[src/rtl/switch_input_handshake.sv]
// switch_input_handshake: synchronises the board switches and the "enter" button,
// debounces the button and hands the CPU a stable switch word (in_port) together
// with a clean level (ready_in) that rises once per accepted press and falls once
// per accepted release.
//
// Optional build macro SWITCH_INPUT_PRESS_COUNT_EN adds an 8-bit press_count
// output that counts accepted presses (wraps 255 -> 0) for LED bring-up.

module switch_input_handshake #(
   parameter int unsigned BUS_WIDTH       = 8,
   parameter int unsigned DEBOUNCE_CYCLES = 1000,
   parameter int unsigned SYNC_STAGES     = 2
) (
   input  logic                 clk,
   input  logic                 n_reset,
   input  logic [BUS_WIDTH-1:0] sw_raw,
   input  logic                 btn_raw,
   output logic [BUS_WIDTH-1:0] in_port,
   output logic                 ready_in
`ifdef SWITCH_INPUT_PRESS_COUNT_EN
   ,
   output logic [7:0]           press_count
`endif
);

   // Counter wide enough to hold DEBOUNCE_CYCLES itself; it never needs to go past
   // DEBOUNCE_CYCLES-1, the ceiling only guards against wrapping.
   localparam int unsigned      CNT_W    = $clog2(DEBOUNCE_CYCLES + 1);
   localparam logic [CNT_W-1:0] CNT_LAST = CNT_W'(DEBOUNCE_CYCLES - 1);
   localparam logic [CNT_W-1:0] CNT_MAX  = CNT_W'(DEBOUNCE_CYCLES);

   typedef enum logic [1:0] {
      StIdle,
      StPressDb,
      StPressed,
      StReleaseDb
   } state_e;

   // ------------------------------------------------------------------
   // Input synchronisers
   // ------------------------------------------------------------------
   logic [SYNC_STAGES-1:0] btn_sync_q;
   logic [BUS_WIDTH-1:0]   sw_sync_q [SYNC_STAGES];
   logic                   btn_s;
   logic [BUS_WIDTH-1:0]   sw_s;

   // Shift each raw input through SYNC_STAGES flops; only the last stage is used.
   always_ff @(posedge clk or negedge n_reset) begin
      if (!n_reset) begin
         btn_sync_q <= '0;
         for (int i = 0; i < SYNC_STAGES; i++) begin
            sw_sync_q[i] <= '0;
         end
      end else begin
         btn_sync_q   <= {btn_sync_q[SYNC_STAGES-2:0], btn_raw};
         sw_sync_q[0] <= sw_raw;
         for (int i = 1; i < SYNC_STAGES; i++) begin
            sw_sync_q[i] <= sw_sync_q[i-1];
         end
      end
   end

   assign btn_s = btn_sync_q[SYNC_STAGES-1];
   assign sw_s  = sw_sync_q[SYNC_STAGES-1];

   // ------------------------------------------------------------------
   // Debounce FSM
   // ------------------------------------------------------------------
   state_e               state_q, state_d;
   logic [CNT_W-1:0]     cnt_q, cnt_d;
   logic                 ready_q, ready_d;
   logic [BUS_WIDTH-1:0] data_q, data_d;
   logic                 accept_press;
`ifdef SWITCH_INPUT_PRESS_COUNT_EN
   logic [7:0]           count_q, count_d;
`endif

   // State register plus the registered outputs, all cleared asynchronously.
   always_ff @(posedge clk or negedge n_reset) begin
      if (!n_reset) begin
         state_q <= StIdle;
         cnt_q   <= '0;
         ready_q <= 1'b0;
         data_q  <= '0;
`ifdef SWITCH_INPUT_PRESS_COUNT_EN
         count_q <= '0;
`endif
      end else begin
         state_q <= state_d;
         cnt_q   <= cnt_d;
         ready_q <= ready_d;
         data_q  <= data_d;
`ifdef SWITCH_INPUT_PRESS_COUNT_EN
         count_q <= count_d;
`endif
      end
   end

   // Next-state logic: a level change is accepted only after the debounce window,
   // any contrary sample sends the FSM back to its stable state.
   always_comb begin
      state_d      = state_q;
      cnt_d        = cnt_q;
      accept_press = 1'b0;
      case (state_q)
         StIdle: begin
            if (btn_s) begin
               state_d = StPressDb;
               cnt_d   = '0;
            end
         end
         StPressDb: begin
            if (!btn_s) begin
               state_d = StIdle;
            end else if (cnt_q == CNT_LAST) begin
               state_d      = StPressed;
               accept_press = 1'b1;
            end else if (cnt_q != CNT_MAX) begin
               cnt_d = cnt_q + CNT_W'(1);
            end
         end
         StPressed: begin
            if (!btn_s) begin
               state_d = StReleaseDb;
               cnt_d   = '0;
            end
         end
         StReleaseDb: begin
            if (btn_s) begin
               state_d = StPressed;
            end else if (cnt_q == CNT_LAST) begin
               state_d = StIdle;
            end else if (cnt_q != CNT_MAX) begin
               cnt_d = cnt_q + CNT_W'(1);
            end
         end
         default: begin
            state_d = StIdle;
            cnt_d   = '0;
         end
      endcase
   end

   // Output next values: ready follows the pressed side of the FSM, the switch word
   // is captured only at the moment a press is accepted so in_port never glitches.
   always_comb begin
      ready_d = (state_d == StPressed) || (state_d == StReleaseDb);
      data_d  = accept_press ? sw_s : data_q;
`ifdef SWITCH_INPUT_PRESS_COUNT_EN
      count_d = accept_press ? count_q + 8'd1 : count_q;
`endif
   end

   assign ready_in = ready_q;
   assign in_port  = data_q;
`ifdef SWITCH_INPUT_PRESS_COUNT_EN
   assign press_count = count_q;
`endif

   // ------------------------------------------------------------------
   // Internal consistency checks
   // ------------------------------------------------------------------
   ready_matches_state : assert property (@(posedge clk) disable iff (!n_reset)
      ready_q == ((state_q == StPressed) || (state_q == StReleaseDb)));

   cnt_in_window : assert property (@(posedge clk) disable iff (!n_reset)
      cnt_q <= CNT_LAST);

endmodule

[config.mk]
export PLATFORM = sky130hd
export DESIGN_NAME = switch_input_handshake
export DESIGN_NICKNAME = d
export VERILOG_FILES = /design/src/rtl/switch_input_handshake.sv
export SDC_FILE = /design/constraint.sdc
export NUM_CORES = 1
export LEC_CHECK = 0
export BUFFER_PORTS_ARGS = -buffer_cell sky130_fd_sc_hd__buf_2
export CAP_MARGIN = 20
export CORE_UTILIZATION = 40
export DETAILED_ROUTE_END_ITERATION = 6
export HOLD_SLACK_MARGIN = 0.08
export PLACE_DENSITY = 0.57
export RECOVER_POWER = 100
export SLEW_MARGIN = 20
export SYNTH_ARGS = -nofsm -noshare
export SYNTH_HDL_FRONTEND = slang
export SYNTH_SLANG_ARGS = --single-unit
[constraint.sdc]
create_clock -name clk -period 2.2 [get_ports clk]
set_clock_uncertainty 0.1 [all_clocks]
set_input_delay 0.11 -clock clk [delete_from_list [all_inputs] [get_ports clk]]
set_output_delay 0.11 -clock clk [all_outputs]
set_load 0.1 [all_outputs]
==> run metrics <==
Post-Syn Area=1494 um2; post-synthesis cell count=106; CP Max Fanout=5; Tightest Pin Transition=1165 ps; kind of critical path=register to register; fin nets=155; H-tree depth=2; first-pass GRT wire length=4.326 mm; max incr delay on CP=500 ps; I/O pin cnt=20; Core ar.=3468 um2; placed cells=171; Final Max Slew Viols=0; initial antenna violation count=0; Synth Warn #=0; Rows=21; Die ar.=3984 um2; Vias=911; synth unique cells=31; Clock power frac=36.8%; Clock Latency Late Sink=280 ps; Detail Route Antenna Nets=0; Max Cap Viol=0; 1st-iter DRT viols=24; met1 usage=17.36%; Rel. slew slack=22.69%; share of layout cells above drive strength 1=18.18%; switching share of power=21.67%; pre-CTS setup slack=240.2 ps; busiest grt layer=met2; FF-to-FF Start=cnt_q[1]; syn_nets=119; HP Class=register to register; final-report hold violation count=0; register share of total power=57.2%; Final Hold Slack=249.7 ps; combinational share of power=6.1%; CTS Buffer Depth=2; Routed wire per std cell=12.08 um; number of synthesized register bits=38; PnR worst setup slack=262.5 ps; Final setup viols=0; post-CTS sizing=0; Crit-path slowest cell=a2111oi_2; Int Power=1.015 mW; endpoint class of the critical path=register; Buffers on Ports=19; GR Layer Usage met2=22.45%; status=finished clean; final non-filler cell total=189; RePlAce Congestion=0.6980; Overflow after GRT=0; Buf/Inv on CP=0; crit path launch=cnt_q[1]; cells along the critical path=ha_1, nand3b_1, a2111oi_2, nor2_1, a31o_2; Vias/cell=4.820; Die Span Y=63.12 um; VDD IR max=635.3 uV; leakage=0.8332 nW; largest net degree at the start of global routing=39; Critical Path Start Type=register; CTS tree=done; # hold bufs at CTS=10; WL final=2.284 mm; critical path's top delay family=compound AO/OA/AOI/OAI gates; CTS Buf Count=5; Post-Syn Area per Cell=14.09 um2; DRC=0; vias in the first global route=996; clk slew on worst S/H paths=70 ps; Crit path required time=2270 ps; RSZ-0062 raised after global routing=no; CTS sink count=38; net switching power=0.2809 mW; post-layout util=51.55%; max frequency=0.5161 GHz; die outline width=63.12 um; cell area after layout=1788 um2; DPL Wire Length=1.546 mm; Final Power=1.296 mW; CP arrival=2010 ps; total track usage=14.18%; post-CTS setup buffers=0; drt first pass iters=4; Initial Util=43.07%; sequential fraction of the synthesis area=63.65%; Min Clock Period, post-route=1937 ps; Setup TNS Final=0 ps; n_diodes=0; synth-to-layout area growth=19.68%; placed inst area=1650 um2; period utilisation layout=88.07%; Clock Tree Root=clkbuf_8; P per Cell Area=724.9 nW/um2; routing usage on met3=5.254%; hold path startpoint=sw_sync_q[9]
sequential cells by signal (all words and copies together), names as in the netlist:
name	count
sw_s	8
ready_in	1
btn_sync_q	2
in_port	8
state_q	1
sw_sync_q	8
cnt_q	10
power groups by stage:
stage                     Combinational, mW  Sequential (mW)  Clock, mW
after floorplan                      0.0366            0.751          0
after global placement               0.0662            0.753          0
after detailed placement             0.0692            0.755          0
after CTS                            0.0826            0.741      0.495
after global routing                 0.0940            0.745      0.531
final                                0.0787            0.741      0.477
cell type report:
class / instances / area (um2)
sequential: 38 / 950.9
multi-input combinational: 62 / 474.2
timing repair buffer: 32 / 202.7
tap: 46 / 57.56
inverter: 3 / 11.26
clock inverter: 1 / 5.005
fill: 323 / 1680
clock buffer: 7 / 86.33
placed cells by master (no fill, tap or decap), types with 3 or more instances in the layout:
cell type | synthesis | layout
clkbuf_1 | 2 | 11
dlygate4sd3_1 | 0 | 10
nand3_1 | 6 | 6
nor2_1 | 7 | 7
nand2_1 | 8 | 8
dfrtp_1 | 38 | 38
xnor2_1 | 4 | 4
inv_1 | 3 | 3
clkbuf_8 | 0 | 6
mux2_1 | 0 | 7
buf_2 | 0 | 9
layer usage:
metal  vias up  part of all wire, %
li1        437                    -
met1       451                   45
met2        18                   49
met3         5                  4.5
met4         0                  1.5
met5         -                    0
path summary, 6_finish.rpt:
check                        endpoint  slack, ps  cells past startpoint
min reg2reg                   sw_s[1]        250                      0
max in group asynchronous     sw_s[6]       1040                      2
max reg2reg                  cnt_q[3]        260                      5
min                           sw_s[1]        250                      0
min in group asynchronous  in_port[7]        390                      2
max                          cnt_q[3]        260                      5
worst register-to-register path: cells and delay by family, from the launching register on:
family,cells,cell delay (ps)
and+or+nand+nor,2,350
adders and majority gates,1,230
AOI/OAI and AO/OA,2,770
DFF,1,370
logic make-up after synthesis:
group                      share of synthesized area [%]
DFF                                                63.65
AOI/OAI and AO/OA                                  6.197
buffers and inverters                              2.010
muxes                                              10.13
adders and majority gates                          1.675
and+or+nand+nor                                    13.99
xor gates and xnor gates                           2.345
synth_stat cells (all sizes together):
master / count / area (um2)
a2111oi: 1 / 27.53
a21o: 2 / 15.01
a21oi: 1 / 5.000
a31o: 1 / 8.760
and3: 2 / 13.77
and3b: 1 / 8.760
buf: 1 / 11.26
clkbuf: 2 / 7.510
dfrtp: 38 / 950.9
ha: 2 / 25.02
inv: 3 / 11.26
mux2: 9 / 131.4
mux2i: 2 / 20.02
nand2: 8 / 30.03
nand2b: 1 / 6.260
nand3: 6 / 30.03
nand3b: 2 / 15.01
nand4: 1 / 21.27
nor2: 7 / 26.28
nor2b: 1 / 6.260
nor3: 1 / 5.000
nor4: 3 / 33.78
o21a: 1 / 7.510
o21ai: 1 / 5.000
o31ai: 2 / 15.01
o41ai: 1 / 8.760
or3: 2 / 12.51
xnor2: 4 / 35.03
(Power assumes the default switching activity.)
